`config.mk`:
```
export PLATFORM = sky130hd
export DESIGN_NAME = ibuf2ddr
export DESIGN_NICKNAME = d
export VERILOG_FILES = /design/src/rtl/ibuf2ddr.sv
export SDC_FILE = /design/constraint.sdc
export NUM_CORES = 1
export LEC_CHECK = 0
export BUFFER_PORTS_ARGS = -buffer_cell sky130_fd_sc_hd__buf_2
export CELL_PAD_IN_SITES_DETAIL_PLACEMENT = 0
export CELL_PAD_IN_SITES_GLOBAL_PLACEMENT = 2
export CORE_MARGIN = 2
export CORE_UTILIZATION = 34
export DETAILED_ROUTE_END_ITERATION = 6
export PLACE_DENSITY_LB_ADDON = 0.1
export SYNTH_ARGS = -nofsm -noshare
export SYNTH_HDL_FRONTEND = slang
export SYNTH_SLANG_ARGS = --single-unit
```
`constraint.sdc`:
```
create_clock -name clk -period 2.9 [get_ports clk]
set_input_delay 0.145 -clock clk [delete_from_list [all_inputs] [get_ports clk]]
set_output_delay 0.145 -clock clk [all_outputs]
set_load 0.05 [all_outputs]
```
`src/rtl/ibuf2ddr.sv`:
```
// ibuf2ddr: reads N entries from one PE index buffer,
// packs them into DDR-width words and streams them out.
module ibuf2ddr #(
    parameter int IDX_DEPTH = 256,
    parameter int ADDR_W    = $clog2(IDX_DEPTH),
    parameter int PE_NUM    = 32,
    parameter int PE_W      = $clog2(PE_NUM),
    parameter int RD_LAT    = 1,
    parameter int DDR_W     = 64,
    parameter int IDX_W     = 8
) (
    input  logic                clk,
    input  logic                rst,
    input  logic                conf_valid,
    output logic                conf_ready,
    input  logic [3:0]          conf_mode,
    input  logic [7:0]          conf_idx_num,
    input  logic [PE_W-1:0]     conf_pe_sel,
    output logic [PE_NUM-1:0]   idx_rd_en,
    output logic [ADDR_W-1:0]   idx_rd_addr,
    input  logic [2*IDX_W-1:0]  idx_rd_data,
    output logic [DDR_W-1:0]    ddr_data,
    output logic                ddr_valid,
    input  logic                ddr_ready,
    output logic                ddr_last
);

    localparam int B      = DDR_W / IDX_W / 2;
    localparam int SLOT_W = (B > 1) ? $clog2(B) : 1;
    localparam int CNT_W  = SLOT_W + 1;
    localparam int EW     = 2 * IDX_W;

    localparam logic [1:0] S_IDLE = 2'd0;
    localparam logic [1:0] S_READ = 2'd1;
    localparam logic [1:0] S_WAIT = 2'd2;
    localparam logic [1:0] S_SEND = 2'd3;

    logic [1:0]        r_state;
    logic              r_swap;
    logic [7:0]        r_remain;
    logic [PE_W-1:0]   r_pe_sel;
    logic [ADDR_W-1:0] r_addr;
    logic [CNT_W-1:0]  r_batch;
    logic [CNT_W-1:0]  r_issued;
    logic [CNT_W-1:0]  r_cap;
    logic [RD_LAT-1:0] r_vpipe;
    logic [DDR_W-1:0]  r_pack;
    logic [DDR_W-1:0]  r_ddr_data;
    logic              r_ddr_valid;
    logic              r_ddr_last;
    logic              r_conf_ready;

    logic              w_issue;
    logic              w_capture;
    logic              w_last_cap;
    logic              w_hs;
    logic [EW-1:0]     w_entry;
    logic [DDR_W-1:0]  w_pack_nxt;
    logic [7:0]        w_src;
    logic [CNT_W-1:0]  w_batch_nxt;
    logic              w_unused_ok;

    assign w_unused_ok = &{1'b0, conf_mode[3], conf_mode[0]};

    assign w_issue    = (r_state == S_READ) && (r_batch != '0);
    assign w_capture  = r_vpipe[RD_LAT-1];
    assign w_last_cap = w_capture && (r_cap == r_batch - CNT_W'(1));
    assign w_hs       = r_ddr_valid && ddr_ready;

    assign w_entry = r_swap
        ? {idx_rd_data[IDX_W-1:0], idx_rd_data[EW-1:IDX_W]}
        : idx_rd_data;

    // batch size for the next READ: min(B, entries still to read)
    assign w_src       = (r_state == S_IDLE) ? conf_idx_num : r_remain;
    assign w_batch_nxt = (w_src >= 8'(B)) ? CNT_W'(B) : w_src[CNT_W-1:0];

    assign idx_rd_en   = w_issue ? (PE_NUM'(1) << r_pe_sel) : '0;
    assign idx_rd_addr = r_addr;
    assign ddr_data    = r_ddr_data;
    assign ddr_valid   = r_ddr_valid;
    assign ddr_last    = r_ddr_last;
    assign conf_ready  = r_conf_ready;

    // merge the returning entry into its slot of the pack word
    always_comb begin
        w_pack_nxt = r_pack;
        if (w_capture) begin
            w_pack_nxt[int'(r_cap[SLOT_W-1:0]) * EW +: EW] = w_entry;
        end
    end

    // track which issued reads return data on the current cycle
    always_ff @(posedge clk) begin
        if (rst) begin
            r_vpipe <= '0;
        end else begin
            r_vpipe[0] <= w_issue;
            for (int i = 1; i < RD_LAT; i++) begin
                r_vpipe[i] <= r_vpipe[i-1];
            end
        end
    end

    // control FSM, counters, pack register and output word
    always_ff @(posedge clk) begin
        if (rst) begin
            r_state      <= S_IDLE;
            r_swap       <= 1'b0;
            r_remain     <= '0;
            r_pe_sel     <= '0;
            r_addr       <= '0;
            r_batch      <= '0;
            r_issued     <= '0;
            r_cap        <= '0;
            r_pack       <= '0;
            r_ddr_data   <= '0;
            r_ddr_valid  <= 1'b0;
            r_ddr_last   <= 1'b0;
            r_conf_ready <= 1'b1;
        end else begin
            if (w_capture) begin
                r_pack <= w_pack_nxt;
                r_cap  <= r_cap + CNT_W'(1);
            end
            case (r_state)
                S_IDLE: begin
                    if (conf_valid && r_conf_ready) begin
                        r_swap       <= (conf_mode[2:1] == 2'b01);
                        r_remain     <= conf_idx_num;
                        r_pe_sel     <= conf_pe_sel;
                        r_addr       <= '0;
                        r_batch      <= w_batch_nxt;
                        r_issued     <= '0;
                        r_cap        <= '0;
                        r_pack       <= '0;
                        r_conf_ready <= 1'b0;
                        r_state      <= S_READ;
                    end
                end
                S_READ: begin
                    if (r_batch == '0) begin
                        r_conf_ready <= 1'b1;
                        r_state      <= S_IDLE;
                    end else begin
                        // hold the address at N-1 after the final issue
                        if (r_remain > 8'd1) begin
                            r_addr <= r_addr + ADDR_W'(1);
                        end
                        r_remain <= r_remain - 8'd1;
                        r_issued <= r_issued + CNT_W'(1);
                        if (r_issued == r_batch - CNT_W'(1)) begin
                            r_state <= S_WAIT;
                        end
                    end
                end
                S_WAIT: begin
                    if (w_last_cap) begin
                        r_ddr_data  <= w_pack_nxt;
                        r_ddr_valid <= 1'b1;
                        r_ddr_last  <= (r_remain == 8'd0);
                        r_state     <= S_SEND;
                    end
                end
                default: begin
                    if (w_hs) begin
                        r_ddr_valid <= 1'b0;
                        r_ddr_last  <= 1'b0;
                        if (r_remain != 8'd0) begin
                            r_batch  <= w_batch_nxt;
                            r_issued <= '0;
                            r_cap    <= '0;
                            r_pack   <= '0;
                            r_state  <= S_READ;
                        end else begin
                            r_conf_ready <= 1'b1;
                            r_state      <= S_IDLE;
                        end
                    end
                end
            endcase
        end
    end

endmodule
```
# --- Word-level counts from Yosys, hierarchy flattened ---
# Cells that the tools add are included.
totals:
  elab_cells: 116
  input_bits: 37
  reg_bits: 165
classes:
  n_reduce_logical: 27
  shifts: 3
  n_addsub: 6
  magnitude_cmp: 2
  bitwise: 3
  eq_ne: 12
  n_mux: 49
op_table:
  columns: ["op", "n"]
  rows:
  - ["$mux 64", 5]
  - ["$pmux 64 s2", 1]
  - ["$bwmux 64", 1]
  - ["$shift 16x33->64 const A", 1]
  - ["$shiftx 16x33->64", 1]
  - ["$mux 8", 6]
  - ["$mux 3", 12]
  - ["$neg 6->33", 1]
  - ["$mux 32", 1]
  - ["$pmux 8 s2", 2]
  - ["$shl 1x5->32 const A", 1]
  - ["$mux 16", 1]
  - ["$pmux 3 s2", 2]
  - ["$reduce_and 4->1", 3]
  - ["$mux 2", 5]
  - ["$reduce_and 5->1", 2]
  - ["$pmux 3 s3", 1]
  - ["$reduce_bool 3->1", 3]
  - ["$add 8x1->8 const B", 1]
  - ["$ge 8x3->1 const B", 1]
  - ["$gt 8x1->1 const B", 1]
  - ["$logic_not 8->1", 1]
  - ["$mux 1", 8]
  - ["$reduce_bool 2->1", 4]
  - ["22 further kinds", 37]

# --- Longest topological paths before layout ---
# Gate-level depths: netlist of the first run.
logic_depth:
  ltp_word: 8
  mapped_depth: 9
  ltp_nobuf: 6

# --- Worst setup path before layout of the first run ---
# No wires, ideal clock.
synth_path:
  path_type: "reg-to-output"
  startpoint: "reg r_state[1]"
  endpoint: "out idx_rd_en[16]"
  t_required_ns: 2.755
  n_path_buf: 1
  arrival_ns: 2.463
  path_stages_with_launch: 8
  slack_ns: 0.292
  cell_sequence: "dfxtp_1 inv_1 ha_1 inv_1 clkbuf_1 nor2_1 nand3_1 nor3_1"
synth_between:
  elab_chain_len: 3
synth_rtl:
  columns: ["element", "line_no", "text"]
  rows:
  - ["start, declared", "38", "logic [1:0] r_state;"]
  - ["start signal, assigned", "108", "r_state <= S_IDLE;"]
  - ["start signal, assigned", "138", "r_state <= S_READ;"]
  - ["start signal, assigned", "144", "r_state <= S_IDLE;"]
  - ["$eq 2x1->1", "65", "assign w_issue = (r_state == S_READ) && (r_batch != '0);"]
  - ["$logic_and 1x1->1", "65", null]
  - ["$mux 32", "78", "assign idx_rd_en = w_issue ? (PE_NUM'(1) << r_pe_sel) : '0;"]
  - ["end, declared", "19", "output logic [PE_NUM-1:0] idx_rd_en,"]
# No other way between the ends.

# --- Final worst setup path of the first run ---
layout_path:
  startpoint: "reg r_state[1]"
  endpoint: "out idx_rd_en[3]"
# The elaborated chain is that of the path after synthesis.

==> impl_metrics.yaml, run 1 <==
finish:
  layout-drive-gt1-share: 0.298
  post-route-util: 0.424
  syn_to_final_growth_pct: 21.8
  antenna_cells: 0
  final_nets: 961
  final-instance-count-excl-fill: 1196
  finalInstanceArea_sq_um: 8940
synthesis:
  avgSynthCellArea_sq_um: 9.33
  yosys.area.top_type: "dfxtp_1"
  synth_edf_count: 0
  ys_seq_elements: 165
  synthArstFlopShare: 0
  synth_top_area_frac: 0.450
  synth_area_sq_um: 7340
  synth_flop_cell: "dfxtp_1"
  synthTopCellsByArea: "dfxtp_1, a211oi_2, a22oi_1"
  synth_commonest_cells: "dfxtp_1, nor2_1, a21oi_1, a22oi_1, a211oi_2"
  synthMostInstantiatedCell: "dfxtp_1"
  synth_nets: 839
  yosysSeqAreaShare: 0.450
  netlist-cell-type-count: 62
  synthCells: 786
  synth-warning-count: 0
timing:
  whs_ps: 74.6
  setup_tns_ps: 0
  min_period_ps: 2670
  worst_slew_pin_slew_ps: 747
  setup_viol: 0
  fmax_mhz: 375
  hold_viol_final: 0
  max_slew_margin: 0.502
  rsz0062_at_grt: "false"
  post-route-period-util: 0.921
  clock_skew_ps: 11.7
  drv_slew: 0
floorplan:
  die_height_um: 151
  core-area_sq_um: 21100
  initial_core_util: 0.348
  num_io_pins: 144
  std_cell_rows: 53
  die_x_um: 151
  die_area_sq_um: 22800
route:
  antenna_left: 0
  wl_per_cell_um: 17.8
  highest-signal-layer: "met4"
  drt-pass1-iter-count: 4
  drt_iter0_markers: 321
  post-route-drc-count: 0
  met1Wirelength_um: 9530
  num_vias: 6340
  dr_wl_met3_um: 689
  drt-total-wl_um: 21300
  dr_wl_met2_um: 10800
  route.detailed.vias_per_inst: 5.30
critical_path:
  rr_startpoint: "r_state[0]"
  critical_path_class: "register to output pin"
  worstSetupStartpoint: "r_state[1]"
  critPathLaunchType: "register"
  crit_end: "idx_rd_en[3]"
  r2r-end: "idx_rd_addr[6]"
  rr_worst_depth: 6
  critPathArrivalTime_ps: 2520
  r2r_slack_ps: 440
  crit_required_ps: 2760
  cp-end-kind: "output pin"
  cp_max_fo: 7
global_route:
  track_usage: 0.183
  grt_pass1_vias: 5960
  antenna_found_initial: 0
  grt_max_degree: 67
  grt_overflow: 0
  grt_pass1_wl_um: 32300
clock_network:
  cts-root-buf: "clkbuf_16"
  cts.sinks: 165
  h-tree-depth: 4
  clock_latency_ps: 420
  cts_setup_buffers: 0
  clock_path_buffers: 2
  numCtsBuffers: 17
  cts_tree: "built"
  clkTransAtPathRegs_ps: 70
pwr:
  switching_share: 0.334
  power_frac_seq: 0.407
  vdd_ir_drop_max_v: 0.000396
  p_sw_mw: 2.06
  p_int_mw: 4.10
  comb_power_share: 0.228
  total_leakage_power_nw: 3.35
  clockPowerShare: 0.365
  p_per_area_nw_per_um2: 689
place:
  hpwl_um: 14500
  port_buffers: 141
  dpl.cell_count: 1157
  place_area_sq_um: 8280
  place.gp.congestion: 0.793
hold_path:
  whs_path_depth: 3
  hold_class: "input pin to register"
outcome:
  status: "complete, no violations"
job:
  maxCapViolations: 0
-- power by group through the flow --
stage	combinational, mW	clock, mW	sequential, mW
after floorplan	0.967	0	2.53
after detailed placement	1.40	0	2.56
after global placement	1.38	0	2.55
after global routing	1.55	2.39	2.52
after CTS	1.42	2.30	2.50
final	1.41	2.25	2.51
-- sequential cells by signal, summed over array words and instances (netlist names) --
| register | count |
|---|---|
| ddr_data | 64 |
| ddr_valid | 1 |
| r_pe_sel | 5 |
| r_issued | 3 |
| r_vpipe | 1 |
| ddr_last | 1 |
| r_state | 2 |
| r_batch | 3 |
| r_cap | 3 |
| idx_rd_addr | 8 |
| r_remain | 8 |
| r_pack | 64 |
| r_swap | 1 |
| conf_ready | 1 |
-- per-stage QoR --
| step | setup slack [ps] | total power [mW] |
|---|---|---|
| floorplan | 292 | 3.50 |
| global placement | 528 | 3.93 |
| detailed placement | 469 | 3.96 |
| CTS | 188 | 6.22 |
| global route | 57.6 | 6.46 |
| finish | 230 | 6.16 |
-- cell type report --
class / count / area, sq um
well taps: 275 / 344
repair buffers: 169 / 973
inverters: 13 / 48.8
fillers: 2064 / 12200
clock inverters: 14 / 158
flip-flops and latches: 165 / 3300
multi-input cells: 542 / 3680
clock buffers: 18 / 429
-- metal layers --
metal,global-route usage,up-vias
met1,0.230,3075
met4,0.0472,0
li1,-,3127
met5,0,-
met3,0.0322,13
met2,0.324,125
-- kinds of logic (layout without fill, tap and decap cells) --
family,Yosys count,in the layout,synth area share
compound gates,268,268,0.276
mux,24,24,0.0360
simple gates,226,226,0.148
fa+ha+maj,16,16,0.0273
xor+xnor,8,8,0.0133
flops,165,165,0.450
buf+inv,79,214,0.0490
-- cell usage in the layout, fill, tap and decap left out, types with 3 or more instances in the layout --
cell type	count
a21o_1	3
buf_2	140
o21ai_0	14
inv_6	5
ha_1	15
nor2_1	114
nand3_1	11
buf_12	3
mux2_2	19
xor2_1	5
a21oi_1	89
nand4b_1	5
nor3_1	14
a22oi_1	64
o31ai_1	6
clkinvlp_4	3
dfxtp_1	165
nand2_1	31
a211oi_1	18
dlygate4sd3_1	7
mux2i_1	5
nand4_1	6
inv_8	4
nor2b_1	9
or4_1	6
inv_1	13
and3_1	3
buf_4	19
clkbuf_16	17
a211oi_2	50
nand2b_1	9
-- worst min-delay path by stage --
stage                    start          end
6_report       conf_idx_num[1]  r_remain[1]
5_1_grt        conf_idx_num[3]  r_remain[3]
4_1_cts        conf_idx_num[1]  r_remain[1]
3_5_place_dp    conf_pe_sel[2]  r_pe_sel[2]
3_3_place_gp    conf_pe_sel[4]  r_pe_sel[4]
2_1_floorplan   conf_pe_sel[3]  r_pe_sel[3]
-- critical path, stage by stage (launching register included) --
cell	delay, ps
dfxtp_1	350
inv_1	110
ha_1	340
inv_1	100
nor3_1	480
nand3_1	250
nor3_1	190
buf_2	290
-- timing repair --
action / 4_1_cts / 5_1_grt
gates resized for setup: 0 / 1
hold endpoints to repair: 6 / 0
endpoints found under the setup margin: 0 / 4
hold buffers: 7 / 0
Note: power is estimated with default switching activity, not from simulation.
==> inputs of run 2 (changes only) <==
Settings changed: CTS_CLUSTER_SIZE from default to 12, SKIP_LAST_GASP from default to 1.
Clock period 2.9 ns to 2.7 ns, I/O delays scaled along.
==> impl_metrics.yaml, run 2 (synthesized netlist as in run 1, its figures left out) <==
hold_path:
  whs_path_depth: 3
  hold_class: "input pin to register"
  min_from: "conf_idx_num[3]"
  min_to: "r_remain[3]"
critical_path:
  rr_startpoint: "r_cap[1]"
  critPathArrivalTime_ps: 2360
  r2r-end: "ddr_data[51]"
  cp_max_fo: 5
  rr_worst_depth: 5
  cp-end-kind: "output pin"
  r2r_slack_ps: 240
  critPathLaunchType: "register"
  crit_required_ps: 2570
  crit_buf_inv: 2
  path_cells: "inv_1, ha_1, nor2b_1, nor3_2, nand3_1, nor3_1, buf_2"
  crit_family: "simple AND/OR/NAND/NOR gates"
  cp_slowest_cell: "dfxtp_1"
  max_stage_delay_ps: 430
  critical_path_class: "register to output pin"
global_route:
  grt_pass1_wl_um: 33900
  grt_pass1_vias: 6201
  antenna_found_initial: 0
  track_usage: 0.194
  grt_overflow: 0
  grt_max_degree: 68
finish:
  fillers: 2119
  final_cell_mix: "dfxtp_1, buf_2, nor2_1, a21oi_1, a22oi_1"
  antenna_cells: 0
  layout_commonest_cell: "dfxtp_1"
  layout-drive-gt1-share: 0.305
  syn_to_final_growth_pct: 22.9
  post-route-util: 0.427
  finalInstanceArea_sq_um: 9010
  final_nets: 966
timing:
  max_slew_margin: 0.240
  min_period_ps: 2490
  drv_slew: 0
  setup_ws_ps: 208
  fmax_mhz: 401
  worst_slew_pin_slew_ps: 1140
  hold_viol_final: 0
  clock_skew_ps: 18.1
  rsz0062_at_grt: "true"
  setup_viol: 0
  post-route-period-util: 0.923
route:
  antenna_left: 0
  drt-pass1-iter-count: 5
  num_vias: 6389
  wl_per_cell_um: 18.5
  drt-total-wl_um: 22200
  post-route-drc-count: 0
  drt_iter0_markers: 289
  route.detailed.vias_per_inst: 5.32
job:
  maxCapViolations: 0
clock_network:
  clkTransAtPathRegs_ps: 70
  clock_latency_ps: 430
  cts-root-buf: "clkbuf_16"
  cts_tree: "built"
  clock_path_buffers: 2
  h-tree-depth: 4
  cts.sinks: 165
  cts_setup_buffers: 0
  numCtsBuffers: 17
pwr:
  switching_share: 0.339
  p_sw_mw: 2.28
  clockPowerShare: 0.367
  total_leakage_power_nw: 3.39
  power_frac_seq: 0.399
  p_per_area_nw_per_um2: 747
  finalPower_mw: 6.73
  comb_power_share: 0.234
  vdd_ir_drop_max_v: 0.000347
  p_int_mw: 4.45
floorplan:
  die_height_um: 151
  std_cell_rows: 53
  initial_core_util: 0.348
  num_io_pins: 144
  core-area_sq_um: 21100
  die_x_um: 151
  die_area_sq_um: 22800
outcome:
  status: "complete, no violations"
place:
  hpwl_um: 14900
  port_buffers: 141
  pre_cts_slack_ps: 245
  place.gp.congestion: 0.787
  place_area_sq_um: 8320
## run 2: worst max-delay path by stage
stage               start            end  slack, ps  cells after the start
2_1_floorplan  r_state[1]  idx_rd_en[16]        100                      7
3_3_place_gp     r_cap[1]   ddr_data[60]        350                      5
3_5_place_dp     r_cap[1]   ddr_data[56]        240                      5
4_1_cts        r_state[1]   idx_rd_en[3]        -80                      7
5_1_grt        r_batch[0]   idx_rd_en[3]         -2                      7
6_report       r_batch[0]   idx_rd_en[3]        210                      7
## run 2: final cells by class
type	instances	area, sq um	area share
well taps	275	344	0.0382
clock buffers	17	425	0.0472
flip-flops and latches	165	3300	0.366
clock inverters	15	185	0.0205
multi-input cells	542	3690	0.410
repair buffers	174	1010	0.112
inverters	13	48.8	0.00541
## run 2: worst min-delay path: stages
cell	delay, ps
buf_2	110
o21ai_0	130
a211oi_1	60
## run 2: timing repair
item,in CTS,in global routing
hold buffers,7,0
hold endpoints to repair,6,0
gates resized for setup,1,4
setup endpoints to repair,6,31
## run 2: stage by stage
stage	std cells	TNS, ps	hold slack (ps)
2_1_floorplan	786	0	271
3_3_place_gp	1162	0	384
3_5_place_dp	1162	0	388
4_1_cts	1201	-80.7	30.7
5_1_grt	1201	-2.21	44.4
6_report	1201	0	48.5
## run 2: metal layers
layer,track usage,routed length [um],vias up
li1,-,-,3134
met3,0.0386,713,13
met4,0.0477,218,0
met1,0.247,9990,3130
met2,0.337,11300,112
met5,0,0,-
## run 2: power by group through the flow
stage                     Combinational (mW)  Sequential, mW  Clock (mW)
final                                   1.58            2.69        2.47
after global routing                    1.73            2.71        2.64
after CTS                               1.58            2.68        2.53
after detailed placement                1.56            2.74           0
after global placement                  1.54            2.73           0
after floorplan                         1.04            2.72           0
==> inputs of run 3 (changes only) <==
Settings changed: CORE_UTILIZATION 34 to 35, CTS_BUF_LIST from default to sky130_fd_sc_hd__clkbuf_4, SETUP_SLACK_MARGIN from default to 0.5.
==> impl_metrics.yaml, run 3 (synthesized netlist as in run 1, its figures left out) <==
route:
  drt_iter0_markers: 359
  route.detailed.vias_per_inst: 5.34
  drt-pass1-iter-count: 5
  drt-total-wl_um: 22300
  num_vias: 6545
  antenna_left: 0
  post-route-drc-count: 0
  wl_per_cell_um: 18.2
timing:
  rsz0062_at_grt: "true"
  setup_viol: 0
  worst_slew_pin_slew_ps: 688
  clock_skew_ps: 27.3
  fmax_mhz: 461
  max_slew_margin: 0.541
  whs_ps: 70.2
  setup_tns_ps: 0
  drv_slew: 0
  hold_viol_final: 0
  min_period_ps: 2170
  post-route-period-util: 0.803
clock_network:
  clock_path_buffers: 2
  cts.sinks: 165
  numCtsBuffers: 17
  cts-root-buf: "clkbuf_4"
  h-tree-depth: 4
  cts_tree: "built"
  clkTransAtPathRegs_ps: 130
  clock_latency_ps: 570
critical_path:
  cp_slowest_cell: "dfxtp_4"
  critPathLaunchType: "register"
  crit_family: "simple AND/OR/NAND/NOR gates"
  max_stage_delay_ps: 380
  crit_buf_inv: 3
  path_cells: "inv_4, ha_4, nor2b_4, nor3_2, buf_4, nand3_4, nor2_1, buf_6"
  cp-end-kind: "output pin"
  critPathArrivalTime_ps: 2030
  cp_max_fo: 5
  crit_required_ps: 2570
  critical_path_class: "register to output pin"
global_route:
  antenna_found_initial: 1
  track_usage: 0.197
  grt_overflow: 0
  grt_pass1_vias: 6247
  grt_pass1_wl_um: 34000
  grt_max_degree: 68
hold_path:
  hold_class: "input pin to register"
place:
  place.gp.congestion: 0.773
  hpwl_um: 14500
  port_buffers: 141
finish:
  layout_commonest_cell: "dfxtp_1"
  layout-drive-gt1-share: 0.350
  syn_to_final_growth_pct: 27.0
  final_cell_mix: "dfxtp_1, buf_2, nor2_1, a21oi_1, a22oi_1"
  final_nets: 995
  fillers: 2081
outcome:
  status: "complete, no violations"
floorplan:
  core-area_sq_um: 20400
  initial_core_util: 0.359
  num_io_pins: 144
  die_height_um: 149
  die_x_um: 149
  std_cell_rows: 52
  die_area_sq_um: 22100
pwr:
  p_per_area_nw_per_um2: 634
  total_leakage_power_nw: 3.45
  vdd_ir_drop_max_v: 0.000237
job:
  maxCapViolations: 0
run 3: cell count changes in the layout (fill, tap and decap cells not counted), moves of 13 or more:
| cell | previous run | this run |
|---|---|---|
| clkbuf_16 | 17 | 1 |
| dlygate4sd3_1 | 7 | 21 |
| buf_4 | 24 | 37 |
| buf_2 | 139 | 108 |
| buf_6 | 0 | 30 |
| clkbuf_4 | 1 | 17 |
| nor2_2 | 0 | 16 |
| nor2_1 | 114 | 97 |
run 3: cell type report:
class	count	area [sq um]	share of cell area
clock buffers	17	128	0.0137
diodes	1	2.50	0.000269
multi-input cells	543	3840	0.413
clock inverters	15	145	0.0156
inverters	13	58.8	0.00631
well taps	270	338	0.0363
repair buffers	202	1480	0.159
flip-flops and latches	165	3320	0.356
run 3: final timing paths:
kind | from | endpoint | slack, ps | cells after the start
worst max-delay path | r_batch[0] | idx_rd_en[7] | 530 | 8
worst min register to register | idx_rd_addr[7] | idx_rd_addr[7] | 500 | 2
worst min-delay path | ddr_ready | ddr_valid | 70 | 4
worst max register to register | r_state[1] | idx_rd_addr[6] | 610 | 7
run 3: power breakdown:
group	total (mW)	switching, mW	internal (mW)
Sequential	2.70	0.160	2.54
Clock	1.44	0.960	0.480
Combinational	1.76	1.05	0.711
run 3: metrics by stage:
step	total power, mW	setup slack (ps)	cell area, sq um	util	instances
3_3_place_gp	4.26	430	8330	0.408	1158
3_5_place_dp	4.30	362	8330	0.408	1158
2_1_floorplan	3.76	480	7350	-	786
5_1_grt	6.26	374	9310	0.456	1226
6_report	5.91	531	9310	0.456	1226
4_1_cts	5.87	451	9060	0.443	1218
run 3: metal layers:
| layer | vias to the layer above | GRT usage | wire, um |
|---|---|---|---|
| met3 | 20 | 0.0315 | 846 |
| met4 | 0 | 0.0595 | 284 |
| met2 | 135 | 0.351 | 11500 |
| met5 | - | 0 | 0 |
| li1 | 3190 | - | - |
| met1 | 3200 | 0.245 | 9740 |
run 3: repair_timing:
action	in CTS	in global routing
endpoints found under the hold margin	15	0
hold buffers	21	0
endpoints found under the setup margin	89	119
resized for setup	64	56
pin swaps	5	4
cloned	1	1
buffers inserted	6	6
run 3: worst register-to-register path: cells and delay by family (launching register included):
family | cells | cell delay, ps
adder cells (fa/ha/maj) | 1 | 180
flip-flops | 1 | 390
buffers and inverters | 2 | 170
AO/OA/AOI/OAI | 2 | 300
AND/OR/NAND/NOR | 2 | 990
